`config.mk`:
```
export PLATFORM = sky130hd
export DESIGN_NAME = rtc_calendar_core_flat
export DESIGN_NICKNAME = d
export VERILOG_FILES = /design/src/rtl/rtc_pkg.sv /design/src/rtl/rtc_calendar_core_if.sv /design/src/rtl/bcd_wrap_counter.sv /design/src/rtl/rtc_calendar_core.sv /design/src/flat_wrapper.sv
export SDC_FILE = /design/constraint.sdc
export NUM_CORES = 1
export LEC_CHECK = 0
export BUFFER_PORTS_ARGS = -buffer_cell sky130_fd_sc_hd__buf_4
export CAP_MARGIN = 15
export CELL_PAD_IN_SITES_DETAIL_PLACEMENT = 0
export CELL_PAD_IN_SITES_GLOBAL_PLACEMENT = 1
export CORE_MARGIN = 3
export CORE_UTILIZATION = 24
export DETAILED_ROUTE_END_ITERATION = 7
export PLACE_DENSITY_LB_ADDON = 0.1
export SETUP_SLACK_MARGIN = 0.05
export SLEW_MARGIN = 20
export SYNTH_ARGS = -nofsm -noshare
export SYNTH_HDL_FRONTEND = slang
export SYNTH_SLANG_ARGS = --single-unit
```
`constraint.sdc`:
```
create_clock -name clk -period 9.5 [get_ports clk]
set_clock_uncertainty 0.2 [all_clocks]
set_input_delay 1.9 -clock clk [delete_from_list [all_inputs] [get_ports clk]]
set_output_delay 1.9 -clock clk [all_outputs]
set_load 0.005 [all_outputs]
```
`src/rtl/rtc_pkg.sv`:
```
// Shared constants, set-FSM state type and BCD helpers for the RTC calendar core.
package rtc_pkg;

    localparam logic [7:0] RST_HOUR  = 8'h18;
    localparam logic [7:0] RST_MIN   = 8'h30;
    localparam logic [7:0] RST_SEC   = 8'h00;
    localparam logic [7:0] RST_DAY   = 8'h30;
    localparam logic [7:0] RST_MONTH = 8'h07;
    localparam logic [7:0] RST_YEAR  = 8'h24;

    typedef enum logic [1:0] {
        SET_IDLE,
        SET_CHECK,
        SET_COMMIT,
        SET_REJECT
    } set_state_e;

    // Divisibility by 4 on BCD digits: even tens need ones in {0,4,8}, odd tens need {2,6}.
    function automatic logic is_leap(input logic [7:0] yy);
        if (yy[4]) return (yy[3:0] == 4'd2) || (yy[3:0] == 4'd6);
        return (yy[3:0] == 4'd0) || (yy[3:0] == 4'd4) || (yy[3:0] == 4'd8);
    endfunction

    function automatic logic [7:0] dim(input logic [7:0] month_bcd, input logic leap);
        case (month_bcd)
            8'h02:                      return leap ? 8'h29 : 8'h28;
            8'h04, 8'h06, 8'h09, 8'h11: return 8'h30;
            default:                    return 8'h31;
        endcase
    endfunction

    // Valid BCD bytes order the same as their decimal values, so a byte compare suffices.
    function automatic logic bcd_ok(input logic [7:0] b, input logic [7:0] max_val);
        return (b[7:4] <= 4'd9) && (b[3:0] <= 4'd9) && (b <= max_val);
    endfunction

    function automatic logic [7:0] bcd_inc(input logic [7:0] b);
        if (b[3:0] == 4'd9) return {b[7:4] + 4'd1, 4'd0};
        return {b[7:4], b[3:0] + 4'd1};
    endfunction

    function automatic logic [7:0] bcd_dec(input logic [7:0] b);
        if (b[3:0] == 4'd0) return {b[7:4] - 4'd1, 4'd9};
        return {b[7:4], b[3:0] - 4'd1};
    endfunction

endpackage

```
`src/rtl/rtc_calendar_core_if.sv`:
```
// Bulk-set handshake bundle between the UART command path (master) and the RTC core (slave).
interface rtc_calendar_core_if;

    logic        set_valid;
    logic        set_ready;
    logic [23:0] set_time;
    logic [23:0] set_date;
    logic        set_done;
    logic        set_err;

    modport master (
        output set_valid, set_time, set_date,
        input  set_ready, set_done, set_err
    );

    modport slave (
        input  set_valid, set_time, set_date,
        output set_ready, set_done, set_err
    );

endinterface

```
`src/rtl/bcd_wrap_counter.sv`:
```
// Two-digit BCD counter with load, inc/dec between runtime bounds, and a carry on upward wrap.
module bcd_wrap_counter
    import rtc_pkg::*;
#(
    parameter logic [7:0] RST_VAL = 8'h00
) (
    input  logic       clk,
    input  logic       rst,
    input  logic       inc_i,
    input  logic       dec_i,
    input  logic       load_i,
    input  logic [7:0] load_val_i,
    input  logic [7:0] min_i,
    input  logic [7:0] max_i,
    output logic [7:0] val_o,
    output logic       carry_o
);

    logic [7:0] val_q, val_d;

    // NOTE: every output of this block gets a default first, so no path can infer a latch.
    always_comb begin
        val_d   = val_q;
        carry_o = 1'b0;
        if (load_i) begin
            val_d = load_val_i;
        end else if (inc_i && !dec_i) begin
            if (val_q >= max_i) begin
                val_d   = min_i;
                carry_o = 1'b1;
            end else begin
                val_d = bcd_inc(val_q);
            end
        end else if (dec_i && !inc_i) begin
            val_d = (val_q <= min_i) ? max_i : bcd_dec(val_q);
        end
    end

    // NOTE: state updates use non-blocking assignment so every flop samples pre-edge values.
    always_ff @(posedge clk) begin
        if (rst) val_q <= RST_VAL;
        else     val_q <= val_d;
    end

    assign val_o = val_q;

endmodule

```
`src/rtl/rtc_calendar_core.sv`:
```
// RTC/calendar core: prescaled BCD time and date, adjust pulses and validated bulk set.
// Optional alarm is compiled in when RTC_ALARM_EN is defined.
module rtc_calendar_core
    import rtc_pkg::*;
#(
    parameter int CLK_HZ   = 100_000_000,
    parameter int FAST_DIV = 2
) (
    input  logic                     clk,
    input  logic                     rst,
    input  logic                     pause,
    input  logic                     fast,
    input  logic                     adj_hr_inc,
    input  logic                     adj_hr_dec,
    input  logic                     adj_min_inc,
    input  logic                     adj_min_dec,
    input  logic                     adj_sec_clr,
    rtc_calendar_core_if.slave       set_bus,
    input  logic                     alarm_load,
    input  logic [15:0]              alarm_time,
    output logic                     alarm_irq,
    output logic [7:0]               sec,
    output logic [7:0]               min,
    output logic [7:0]               hour,
    output logic [7:0]               day,
    output logic [7:0]               month,
    output logic [7:0]               year,
    output logic                     tick
);

    localparam int PRE_W = (CLK_HZ > 1) ? $clog2(CLK_HZ) : 1;
    localparam logic [PRE_W-1:0] TERM_NORM = PRE_W'(CLK_HZ - 1);
    localparam logic [PRE_W-1:0] TERM_FAST = PRE_W'(CLK_HZ / FAST_DIV - 1);

    set_state_e  state_q;
    logic        set_ready_q, set_done_q, set_err_q;
    logic [23:0] time_q, date_q;
    logic        set_ok;

    logic [PRE_W-1:0] pre_q;
    logic             pre_hit, pend_q, tick_q;
    logic             commit, adj_any, tick_req, tick_apply;
    logic             sec_carry, min_carry, hour_carry, day_carry, month_carry, year_carry;

    assign commit     = (state_q == SET_COMMIT);
    assign adj_any    = adj_hr_inc | adj_hr_dec | adj_min_inc | adj_min_dec | adj_sec_clr;
    // ">=" lets a switch to fast mode past the new terminal fire on the next edge.
    assign pre_hit    = !pause && (pre_q >= (fast ? TERM_FAST : TERM_NORM));
    assign tick_req   = pre_hit | pend_q;
    assign tick_apply = tick_req && !commit && !adj_any;

    always_ff @(posedge clk) begin
        if (rst)                         pre_q <= '0;
        else if (commit || adj_sec_clr)  pre_q <= '0;
        else if (!pause)                 pre_q <= pre_hit ? '0 : pre_q + PRE_W'(1);
    end

    // A tick displaced by a set commit or an adjust waits one cycle instead of being dropped.
    always_ff @(posedge clk) begin
        if (rst) begin
            pend_q <= 1'b0;
            tick_q <= 1'b0;
        end else begin
            pend_q <= tick_req && (commit || adj_any);
            tick_q <= tick_apply;
        end
    end

    assign tick = tick_q;

    // Set FSM with registered handshake outputs.
    always_ff @(posedge clk) begin
        if (rst) begin
            state_q     <= SET_IDLE;
            set_ready_q <= 1'b1;
            set_done_q  <= 1'b0;
            set_err_q   <= 1'b0;
        end else begin
            set_done_q <= 1'b0;
            set_err_q  <= 1'b0;
            case (state_q)
                SET_IDLE: if (set_bus.set_valid) begin
                    set_ready_q <= 1'b0;
                    state_q     <= SET_CHECK;
                end
                SET_CHECK: begin
                    set_done_q <= 1'b1;
                    set_err_q  <= !set_ok;
                    state_q    <= set_ok ? SET_COMMIT : SET_REJECT;
                end
                SET_COMMIT, SET_REJECT: begin
                    set_ready_q <= 1'b1;
                    state_q     <= SET_IDLE;
                end
                default: state_q <= SET_IDLE;
            endcase
        end
    end

    // NOTE: the captured set words are only read after a capture, so they carry no reset.
    always_ff @(posedge clk) begin
        if (state_q == SET_IDLE && set_bus.set_valid) begin
            time_q <= set_bus.set_time;
            date_q <= set_bus.set_date;
        end
    end

    assign set_ok = bcd_ok(time_q[7:0], 8'h59) && bcd_ok(time_q[15:8], 8'h59)
                 && bcd_ok(time_q[23:16], 8'h23) && bcd_ok(date_q[7:0], 8'h99)
                 && bcd_ok(date_q[15:8], 8'h12) && (date_q[15:8] != 8'h00)
                 && bcd_ok(date_q[23:16], dim(date_q[15:8], is_leap(date_q[7:0])))
                 && (date_q[23:16] != 8'h00);

    assign set_bus.set_ready = set_ready_q;
    assign set_bus.set_done  = set_done_q;
    assign set_bus.set_err   = set_err_q;

    bcd_wrap_counter #(.RST_VAL(RST_SEC)) u_sec (
        .clk, .rst,
        .inc_i      (tick_apply),
        .dec_i      (1'b0),
        .load_i     (commit || adj_sec_clr),
        .load_val_i (commit ? time_q[7:0] : 8'h00),
        .min_i      (8'h00),
        .max_i      (8'h59),
        .val_o      (sec),
        .carry_o    (sec_carry)
    );

    bcd_wrap_counter #(.RST_VAL(RST_MIN)) u_min (
        .clk, .rst,
        .inc_i      ((adj_min_inc && !commit) || (tick_apply && sec_carry)),
        .dec_i      (adj_min_dec && !commit),
        .load_i     (commit),
        .load_val_i (time_q[15:8]),
        .min_i      (8'h00),
        .max_i      (8'h59),
        .val_o      (min),
        .carry_o    (min_carry)
    );

    bcd_wrap_counter #(.RST_VAL(RST_HOUR)) u_hour (
        .clk, .rst,
        .inc_i      ((adj_hr_inc && !commit) || (tick_apply && min_carry)),
        .dec_i      (adj_hr_dec && !commit),
        .load_i     (commit),
        .load_val_i (time_q[23:16]),
        .min_i      (8'h00),
        .max_i      (8'h23),
        .val_o      (hour),
        .carry_o    (hour_carry)
    );

    bcd_wrap_counter #(.RST_VAL(RST_DAY)) u_day (
        .clk, .rst,
        .inc_i      (tick_apply && hour_carry),
        .dec_i      (1'b0),
        .load_i     (commit),
        .load_val_i (date_q[23:16]),
        .min_i      (8'h01),
        .max_i      (dim(month, is_leap(year))),
        .val_o      (day),
        .carry_o    (day_carry)
    );

    bcd_wrap_counter #(.RST_VAL(RST_MONTH)) u_month (
        .clk, .rst,
        .inc_i      (tick_apply && day_carry),
        .dec_i      (1'b0),
        .load_i     (commit),
        .load_val_i (date_q[15:8]),
        .min_i      (8'h01),
        .max_i      (8'h12),
        .val_o      (month),
        .carry_o    (month_carry)
    );

    bcd_wrap_counter #(.RST_VAL(RST_YEAR)) u_year (
        .clk, .rst,
        .inc_i      (tick_apply && month_carry),
        .dec_i      (1'b0),
        .load_i     (commit),
        .load_val_i (date_q[7:0]),
        .min_i      (8'h00),
        .max_i      (8'h99),
        .val_o      (year),
        .carry_o    (year_carry)
    );

`ifdef RTC_ALARM_EN
    // Store the minute before the alarm: a tick leaving hh:mm-1:59 lands exactly on hh:mm:00.
    logic [7:0] pre_hh_q, pre_mm_q;
    logic       armed_q, irq_q;
    logic       unused_carry;

    always_ff @(posedge clk) begin
        if (rst) begin
            pre_hh_q <= 8'h23;
            pre_mm_q <= 8'h59;
            armed_q  <= 1'b0;
            irq_q    <= 1'b0;
        end else begin
            irq_q <= armed_q && tick_apply && (sec == 8'h59)
                  && (min == pre_mm_q) && (hour == pre_hh_q);
            if (alarm_load) begin
                armed_q  <= 1'b1;
                pre_mm_q <= (alarm_time[7:0] == 8'h00) ? 8'h59 : bcd_dec(alarm_time[7:0]);
                if (alarm_time[7:0] != 8'h00)      pre_hh_q <= alarm_time[15:8];
                else if (alarm_time[15:8] == 8'h00) pre_hh_q <= 8'h23;
                else                                pre_hh_q <= bcd_dec(alarm_time[15:8]);
            end
        end
    end

    assign alarm_irq    = irq_q;
    assign unused_carry = year_carry;
`else
    logic unused_alarm;

    assign alarm_irq    = 1'b0;
    assign unused_alarm = ^{alarm_load, alarm_time, year_carry};
`endif

endmodule

```
`src/flat_wrapper.sv`:
```
// flat-port wrapper written by rule: the top's interface ports become plain ports
module rtc_calendar_core_flat import rtc_pkg::*;
#(
    parameter int CLK_HZ   = 100_000_000,
    parameter int FAST_DIV = 2
)
  (clk, rst, pause, fast, adj_hr_inc, adj_hr_dec, adj_min_inc, adj_min_dec, adj_sec_clr, alarm_load, alarm_time, alarm_irq, sec, min, hour, day, month, year, tick, set_bus_set_valid, set_bus_set_time, set_bus_set_date, set_bus_set_ready, set_bus_set_done, set_bus_set_err);
  rtc_calendar_core_if set_bus_i ();
  input  logic clk;
  input  logic rst;
  input  logic pause;
  input  logic fast;
  input  logic adj_hr_inc;
  input  logic adj_hr_dec;
  input  logic adj_min_inc;
  input  logic adj_min_dec;
  input  logic adj_sec_clr;
  input  logic alarm_load;
  input  logic [15:0] alarm_time;
  output logic alarm_irq;
  output logic [7:0] sec;
  output logic [7:0] min;
  output logic [7:0] hour;
  output logic [7:0] day;
  output logic [7:0] month;
  output logic [7:0] year;
  output logic tick;
  input wire logic [$bits(set_bus_i.set_valid)-1:0] set_bus_set_valid;
  input wire logic [$bits(set_bus_i.set_time)-1:0] set_bus_set_time;
  input wire logic [$bits(set_bus_i.set_date)-1:0] set_bus_set_date;
  output wire logic [$bits(set_bus_i.set_ready)-1:0] set_bus_set_ready;
  output wire logic [$bits(set_bus_i.set_done)-1:0] set_bus_set_done;
  output wire logic [$bits(set_bus_i.set_err)-1:0] set_bus_set_err;
  assign set_bus_i.set_valid = set_bus_set_valid;
  assign set_bus_i.set_time = set_bus_set_time;
  assign set_bus_i.set_date = set_bus_set_date;
  assign set_bus_set_ready = set_bus_i.set_ready;
  assign set_bus_set_done = set_bus_i.set_done;
  assign set_bus_set_err = set_bus_i.set_err;
  rtc_calendar_core #(.CLK_HZ(CLK_HZ), .FAST_DIV(FAST_DIV)) u_core (.clk(clk), .rst(rst), .pause(pause), .fast(fast), .adj_hr_inc(adj_hr_inc), .adj_hr_dec(adj_hr_dec), .adj_min_inc(adj_min_inc), .adj_min_dec(adj_min_dec), .adj_sec_clr(adj_sec_clr), .set_bus(set_bus_i), .alarm_load(alarm_load), .alarm_time(alarm_time), .alarm_irq(alarm_irq), .sec(sec), .min(min), .hour(hour), .day(day), .month(month), .year(year), .tick(tick));
endmodule
```
==> flow_summary.ini, run 1 <==
[timing]
layout_min_cycle_time_ns = 6.76
max_freq_mhz = 148
slew_headroom = 0.334
setup_violations = 0
hold_viol = 0
finalCritPeriodShare = 0.711
grt_setup_unrepaired = false
finalSetupTns_ns = 0
worst_slew_pin_slew_ns = 0.997
fin_ws_ns = 2.74
drv_slew = 0

[detailed_routing]
vias = 6090
via_per_inst = 4.81
wl_met2_mm = 10.4
drc = 0
drt_wl_total_mm = 22.3
route.met3.wl_um = 867
firstDrtPassIters = 5
wl_met1_mm = 10.8
drt-initial-drc-count = 313
drtAntennaViolNets = 0
wl_per_cell_um = 17.6
top_layer = met4

[global_route]
grt_pass1_wl_mm = 34.8
antenna_found_initial = 0
gr-total-overflow = 0
groute.usage.overall = 0.142
grt_max_degree = 54
grt_pass1_vias = 6220

[synthesis]
synthXorXnorAreaFrac = 0.0419
synth_area_per_cell_um2 = 9.18
synth_fa_ha_area_frac = 0.0669
seq_area_frac_synth = 0.434
netlist.area_leader.share = 0.231
netlist_top_cells_count = nor2_1, dfxtp_1, nand2_1, edfxtp_1, o21ai_0
synth_area_leaders = dfxtp_1, edfxtp_1, ha_1
syn_area_um2 = 7100
yosysMostFrequentCell = nor2_1
synth-simple-area-share = 0.212
synth_ff_type = dfxtp_1
ys.warnings.count = 0
synth_edf_count = 48
synth_top_family_by_area = simple AND/OR/NAND/NOR gates
synth.distinct_cells = 78
async_flop_share = 0
syn_nets = 887
synth_area_leader_cell = dfxtp_1
synth-compound-area-share = 0.185
synthCells = 774
ys_ff_latch = 130
synth.area.mux_share = 0.0222

[cells_and_area]
layout-drive-gt1-share = 0.185
fillers = 3071
area_growth_pct = 25.2
reg_top3 = u_core.pre_q (27), u_core.date_q (24), u_core.time_q (24)
largest_register_ffs = 27
antenna_cells = 0
regMostFlops = u_core.pre_q
stdcell_area_um2 = 8890
layout.nets = 981

[die]
row_count = 62
die-area_um2 = 31700
core_um2 = 28900
die_w_um = 178
initial_core_util = 0.245
io_pins = 128
die_h_um = 178

[critical_path]
rr_worst_depth = 18
critPathLaunchType = input pin
critPathMaxFanout = 8
cp.required_ns = 9.64
reg2reg_slack_ns = 4.17
critPathKind = in -> reg
arrival_ns = 6.90
crit_path_end_kind = register

[placement]
port_buffers = 109
placed_cell_area_um2 = 8300
gp_congestion = 0.785
dp_hpwl_mm = 16.1
dp_slack_ns = 2.29

[flow_run]
drv_cap = 0

[power_and_ir_drop]
p_per_area_nw_per_um2 = 185
cellLeakagePower_nw = 3.44
peakVddDrop_v = 0.000104

[clock_tree]
postCtsHoldBufs = 0
clock-root-buffer = clkbuf_16
cts.sinks = 130
clockBufferDepth = 2
cts_resized = 0
clock_latency_ns = 0.42
cts_buffers = 17
post_cts_buffers = 0
clk_pin_slew_ns = 0.06
htree_num_levels = 4
cts_tree = done

[min_path]
hold_depth = 1
hold_path.class = reg -> reg

[status]
outcome = finished, final reports clean
## kinds of logic after synthesis
| group | count (synthesis) |
|---|---|
| xor gates and xnor gates | 34 |
| adders and majority gates | 38 |
| and+or+nand+nor | 302 |
| other | 1 |
| buffers and inverters | 68 |
| DFF | 130 |
| muxes | 14 |
| AOI/OAI and AO/OA | 187 |
## final timing paths
kind                                  from                             endpoint
min             u_core.time_q[0]$_DFFE_PP_   u_core.u_sec.val_o[0]$_SDFFE_PP0P_
max                                   fast  u_core.u_year.val_o[4]$_SDFFE_PP0P_
min reg2reg     u_core.time_q[0]$_DFFE_PP_   u_core.u_sec.val_o[0]$_SDFFE_PP0P_
max reg2reg  u_core.pre_q[19]$_SDFFE_PP0N_  u_core.u_year.val_o[4]$_SDFFE_PP0P_
## metrics by stage
stage / std cells / total power [W] / hold WS, ns / utilization
after floorplan: 774 / 0.000859 / 0.242 / -
after global placement: 1233 / 0.000982 / 0.258 / 0.287
after detailed placement: 1233 / 0.000984 / 0.264 / 0.287
after CTS: 1265 / 0.00167 / 0.273 / 0.307
after global routing: 1265 / 0.00173 / 0.303 / 0.307
final: 1265 / 0.00164 / 0.270 / 0.307
## power breakdown
part	total [W]	switching, W	internal [W]
logic	0.000281	0.000153	0.000128
registers	0.000687	0.0000614	0.000625
clock network	0.000677	0.000285	0.000392
## layout make-up
cell class | count | area [µm²] | area share
clock buffer | 19 | 464 | 0.0522
inverter | 29 | 109 | 0.0122
timing repair buffer | 114 | 856 | 0.0962
tap | 384 | 480 | 0.0540
clock inverter | 13 | 135 | 0.0152
sequential | 130 | 3080 | 0.347
multi-input combinational | 576 | 3770 | 0.424
## placed cells by master (no fill, tap or decap), drive strengths merged, types with 10 or more instances in the layout
cell,count
o21ai,46
a211oi,11
xnor2,12
and3,10
clkbuf,19
nor3b,10
nand4,11
buf,114
nand2,66
nor2,91
nand3,22
o31ai,14
inv,36
a21oi,36
ha,38
nor3,29
nor2b,11
edfxtp,48
dfxtp,82
xor2,22
## metal layers
metal / vias up / global-route usage
met5: - / 0
li1: 3054 / -
met4: 0 / 0.0393
met2: 135 / 0.229
met1: 2886 / 0.193
met3: 15 / 0.0281
## critical path, cell delays in order
cell and delay, ns:
buf_4 0.14, inv_1 0.12, ha_1 0.32, nand4_1 0.13, or4_1 0.45, a21oi_1 0.14, o41a_2 0.28, o31ai_2 0.12
o21ai_0 0.25, ha_1 0.34, o21ai_0 0.19, o21ai_0 0.20, ha_1 0.33, inv_1 0.13, a21oi_1 0.47, o31ai_2 0.27
nor4_1 0.37, o31ai_1 0.22, a211o_1 0.35, a31oi_1 0.15
No activity file was read; power rests on OpenSTA's default activity.
==> run 2: changes to the inputs <==
ABC_AREA = 1   (was default)
clock period = 5.9 ns   (was 9.5 ns; I/O delays follow)
==> run 2 against run 1 <==
  * Die area grew 1.7%
  * Final area up 2.0%
  * Cell count rose by 13%
  * First-iteration DRC count is 19% higher
  * Worst setup slack got worse by 1.7 ns
  * Non-clock buffer count rose by 2
  * Routed wire length rose by 3.2%
  * Critical path depth rose by 4
  * Critical path type unchanged
==> flow_summary.ini, run 2 <==
[status]
outcome = finished, final reports clean

[power_and_ir_drop]
p_int_w = 0.00184
cellLeakagePower_nw = 3.72
p_per_area_nw_per_um2 = 288
power_frac_seq = 0.417
netSwitchingFraction = 0.297
p_sw_w = 0.000774
comb_power_share = 0.181
peakVddDrop_v = 0.000170
pwr-share-clk = 0.401

[cells_and_area]
fillers = 3215
final_cell_mix = nand2_1, inv_1, buf_4
layout.nets = 1144
layout-drive-gt1-share = 0.171
largest_register_ffs = 27
stdcell_area_um2 = 9070
layout_commonest_cell = nand2_1
area_growth_pct = 25.5
regMostFlops = u_core.pre_q
antenna_cells = 0
reg_top3 = u_core.pre_q (27), u_core.date_q (24), u_core.time_q (24)

[timing]
finalSetupTns_ns = 0
max_freq_mhz = 207
layout_min_cycle_time_ns = 4.82
hold_viol = 0
setup_violations = 0
drv_slew = 0
finalCritPeriodShare = 0.817
slew_headroom = 0.456
worst_slew_pin_slew_ns = 0.809
grt_setup_unrepaired = false

[clock_tree]
htree_num_levels = 4
clock-root-buffer = clkbuf_16
clockBufferDepth = 2
post_cts_buffers = 0
cts.sinks = 130
cts_buffers = 17
clk_pin_slew_ns = 0.06
cts_tree = done
cts_resized = 0
postCtsHoldBufs = 0
clock_latency_ns = 0.43

[synthesis]
async_flop_share = 0
synth_edf_count = 48
synth.distinct_cells = 57
ys.warnings.count = 0
synth_area_leaders = dfxtp_1, edfxtp_1, nand2_1
netlist_top_cells_count = nand2_1, inv_1, nor2_1, dfxtp_1, nand3_1
ys_ff_latch = 130
synth_ff_type = dfxtp_1
yosysMostFrequentCell = nand2_1
netlist.area_leader.share = 0.227
syn_area_um2 = 7230
syn_nets = 1030
synth_area_leader_cell = dfxtp_1
synth_area_per_cell_um2 = 7.88
seq_area_frac_synth = 0.427
synthCells = 917

[min_path]
hold_depth = 2
hold_path.class = reg -> reg
hold_end = u_core.set_bus.set_ready$_SDFFE_PP1P_
min_from = u_core.state_q[1]$_SDFFE_PP0P_

[critical_path]
cp.required_ns = 6.05
critPathKind = in -> reg
crit_top_cell = nand2_1
critical_path.cell_chain = buf_4 > inv_1 > ha_1 > nand2_1 > nor2_1 > nand3_1 > nor2_1 > nand2_1 > nand4_1 > nand2_2 > nand2_4 > nand2_1 > o21ai_0 > ha_1 > nand2_1 > o21ai_0 > ha_1 > inv_1 > nor2_1 > nand4_2 > nand2_2 > buf_4 > nand3_1 > a21oi_1
crit_slowest_cell = ha_1
crit_path_end_kind = register
r2r_start = u_core.pre_q[24]$_SDFFE_PP0N_
critPathMaxFanout = 15
slowest_delay_ns = 0.34
reg2reg_slack_ns = 1.78
critical-path-top-delay-family = simple AND/OR/NAND/NOR gates
arrival_ns = 4.97
rr_worst_depth = 22
r2r_end = u_core.u_year.val_o[3]$_SDFFE_PP0P_
cp_num_buf_inv = 4
critPathLaunchType = input pin

[placement]
dp_hpwl_mm = 17.1
gp_congestion = 0.778
placed_cell_area_um2 = 8490
port_buffers = 109

[global_route]
gr-total-overflow = 0
groute.usage.overall = 0.144
grt_pass1_wl_mm = 36.9
grt_pass1_vias = 6732
antenna_found_initial = 1
grt_max_degree = 41

[detailed_routing]
vias = 6451
drc = 0
drt_wl_total_mm = 23.0
wl_per_cell_um = 16.1
firstDrtPassIters = 4
drtAntennaViolNets = 0
via_per_inst = 4.52
drt-initial-drc-count = 372

[die]
row_count = 62
io_pins = 128
die_h_um = 180
initial_core_util = 0.248
die_w_um = 180
core_um2 = 29200
die-area_um2 = 32200

[flow_run]
drv_cap = 0
==> run 2: cell types whose count changed after synthesis, moves of 9 or more <==
cell / previous run / this run
nand2_1: 66 / 172
inv_1: 29 / 130
nor2b_1: 11 / 0
nand3_1: 22 / 54
clkbuf_1: 31 / 12
mux2i_1: 9 / 0
and3_1: 10 / 0
a21oi_1: 36 / 49
==> run 2: power groups by stage <==
stage	logic, W	registers, W	clock network, W
final	0.000473	0.00109	0.00105
after global routing	0.000544	0.00110	0.00112
after CTS	0.000481	0.00109	0.00109
after detailed placement	0.000478	0.00111	0
after global placement	0.000485	0.00111	0
after floorplan	0.000298	0.00108	0
==> run 2: cell families (layout without fill, tap and decap cells) <==
family / Yosys count / after routing / share of synthesized area
simple gates: 398 / 398 / 0.249
buf+inv: 156 / 283 / 0.0838
flops: 130 / 130 / 0.427
xor+xnor: 28 / 28 / 0.0339
other cells: 1 / 1 / 0.000519
fa+ha+maj: 38 / 38 / 0.0658
compound gates: 166 / 166 / 0.141
==> run 2: layout make-up <==
cell class / count / area (µm²) / area share
clock buffer: 23 / 500 / 0.0552
clock inverter: 9 / 75.1 / 0.00828
inverter: 135 / 507 / 0.0559
multi-input combinational: 631 / 3550 / 0.392
sequential: 130 / 3080 / 0.340
tap: 384 / 480 / 0.0530
timing repair buffer: 116 / 871 / 0.0960
==> run 2: routing by layer <==
layer / wire length [µm] / track usage
met1: 11500 / 0.193
met2: 10300 / 0.230
met3: 943 / 0.0346
met4: 256 / 0.0418
met5: 13 / 0
==> run 2: tightest hold or removal path: cells and delay by family, from the launching register on <==
family	cells	cell delay [ns]
compound gates	1	0.07
buf+inv	1	0.04
flops	1	0.32
==> run 2: worst max-delay path by stage <==
| stage | slack [ns] | end | cells past startpoint | startpoint |
|---|---|---|---|---|
| after global routing | 0.54 | u_core.u_year.val_o[3]$_SDFFE_PP0P_ | 24 | fast |
| after detailed placement | 0.46 | u_core.u_year.val_o[0]$_SDFFE_PP0P_ | 24 | fast |
| after global placement | 0.50 | u_core.u_year.val_o[3]$_SDFFE_PP0P_ | 24 | fast |
| after CTS | 0.92 | u_core.u_year.val_o[3]$_SDFFE_PP0P_ | 24 | fast |
| after floorplan | 1.74 | u_core.u_year.val_o[3]$_SDFFE_PP0P_ | 24 | fast |
| final | 1.08 | u_core.u_year.val_o[3]$_SDFFE_PP0P_ | 24 | fast |
==> run 2: per-stage QoR <==
step                       util  power [W]  setup slack (ns)  instances  hold slack [ns]
after global routing      0.311    0.00276             0.541       1428            0.298
final                     0.311    0.00261              1.08       1428            0.265
after floorplan               -    0.00138              1.74        917            0.239
after CTS                 0.311    0.00266             0.921       1428            0.266
after detailed placement  0.291    0.00159             0.463       1396            0.255
after global placement    0.291    0.00160             0.500       1396            0.252
==> run 3: changes to the inputs <==
clock period = 4.05 ns   (was 5.9 ns; I/O delays follow)
==> run 3 against run 2 <==
  * Sequential share of layout area shrank 0.86 points
  * Critical path depth rose by 2
  * First-iteration DRC count up 14%
  * Utilization is 0.80 points higher
==> flow_summary.ini, run 3 (synthesis results as in run 2) <==
[detailed_routing]
via_per_inst = 4.51
drc = 0
top_layer = met4
drt-initial-drc-count = 424
wl_per_cell_um = 16.0
route.met3.wl_um = 949
drt_wl_total_mm = 23.2
wl_met2_mm = 10.5
wl_met1_mm = 11.6
vias = 6555
firstDrtPassIters = 4
drtAntennaViolNets = 0

[global_route]
gr-total-overflow = 0
grt_pass1_wl_mm = 36.7
groute.usage.overall = 0.142
grt_max_degree = 29
grt_pass1_vias = 6593
antenna_found_initial = 0

[timing]
slew_headroom = 0.457
drv_slew = 0
whs_ns = 0.273
worst_slew_pin_slew_ns = 0.813
grt_setup_unrepaired = false
layout_min_cycle_time_ns = 3.64
setup_violations = 0
max_freq_mhz = 275
hold_viol = 0
finalCritPeriodShare = 0.898

[placement]
gp_congestion = 0.779
port_buffers = 109
dp.cells = 1423
dp_hpwl_mm = 17.6
placed_cell_area_um2 = 8710

[die]
row_count = 62
die-area_um2 = 32200
initial_core_util = 0.248
io_pins = 128
die_w_um = 180
die_h_um = 180
core_um2 = 29200

[clock_tree]
htree_num_levels = 4
cts_tree = done
postCtsHoldBufs = 0
cts_buffers = 17
post_cts_buffers = 0
cts_resized = 0
cts.sinks = 130
clock_latency_ns = 0.42
clock-root-buffer = clkbuf_16
clockBufferDepth = 2
clk_pin_slew_ns = 0.07

[critical_path]
critPathKind = in -> reg
arrival_ns = 3.73
cp.required_ns = 4.15
critPathMaxFanout = 19
crit_path_end_kind = register
critPathLaunchType = input pin
crit_slowest_cell = ha_1
slowest_delay_ns = 0.28
crit_top_cell = nand2_1

[cells_and_area]
reg_top3 = u_core.pre_q (27), u_core.date_q (24), u_core.time_q (24)
regMostFlops = u_core.pre_q
largest_register_ffs = 27
stdcell_area_um2 = 9300
stdcell_count = 1455
layout_commonest_cell = nand2_1
final_cell_mix = nand2_1, buf_4, inv_1
layout-drive-gt1-share = 0.199
antenna_cells = 0
fillers = 3182
layout.nets = 1171
finalCoreUtilization = 0.319
area_growth_pct = 28.7

[power_and_ir_drop]
cellLeakagePower_nw = 3.85
p_per_area_nw_per_um2 = 418
peakVddDrop_v = 0.000259

[status]
outcome = finished, final reports clean

[flow_run]
drv_cap = 0

[min_path]
hold_path.class = reg -> reg
run 3: cell type report:
cell class                 instances  area [µm²]  share of cell area
multi-input combinational        631        3560               0.383
clock buffer                      17         425              0.0457
clock inverter                    15         158              0.0169
timing repair buffer             143        1090               0.117
tap                              384         480              0.0516
sequential                       130        3080               0.331
inverter                         135         507              0.0545
run 3: layer usage:
metal,track usage,vias up
met4,0.0374,0
met1,0.200,3024
met3,0.0293,11
met5,0,-
li1,-,3391
met2,0.223,129
run 3: worst paths after layout:
kind | start | to | slack [ns] | cells past startpoint
worst max-delay path | fast | u_core.u_year.val_o[0]$_SDFFE_PP0P_ | 0.41 | 26
worst min-delay path | u_core.state_q[1]$_SDFFE_PP0P_ | u_core.set_bus.set_ready$_SDFFE_PP1P_ | 0.27 | 2
worst min register to register | u_core.state_q[1]$_SDFFE_PP0P_ | u_core.set_bus.set_ready$_SDFFE_PP1P_ | 0.27 | 2
worst max register to register | u_core.pre_q[18]$_SDFFE_PP0N_ | u_core.u_year.val_o[0]$_SDFFE_PP0P_ | 0.63 | 24
run 3: worst max-delay path: cells and delay by family:
kind | cells | cell delay [ns]
and+or+nand+nor | 15 | 1.37
adders and majority gates | 3 | 0.62
buffers and inverters | 5 | 0.56
AOI/OAI and AO/OA | 3 | 0.34
run 3: where the power goes:
group	switching [W]	leakage, nW	internal (W)
Combinational	0.000425	2.44	0.000316
Sequential	0.000121	1.12	0.00146
Clock	0.000645	0.278	0.000912
run 3: through the flow:
| step | power [W] | worst slack (ns) | setup TNS (ns) |
|---|---|---|---|
| 5_1_grt | 0.00410 | 0.0669 | 0 |
| 3_3_place_gp | 0.00237 | -0.357 | -7.62 |
| 2_1_floorplan | 0.00201 | 0.261 | 0 |
| 4_1_cts | 0.00395 | 0.0854 | 0 |
| 6_report | 0.00388 | 0.414 | 0 |
| 3_5_place_dp | 0.00236 | -0.360 | -7.43 |
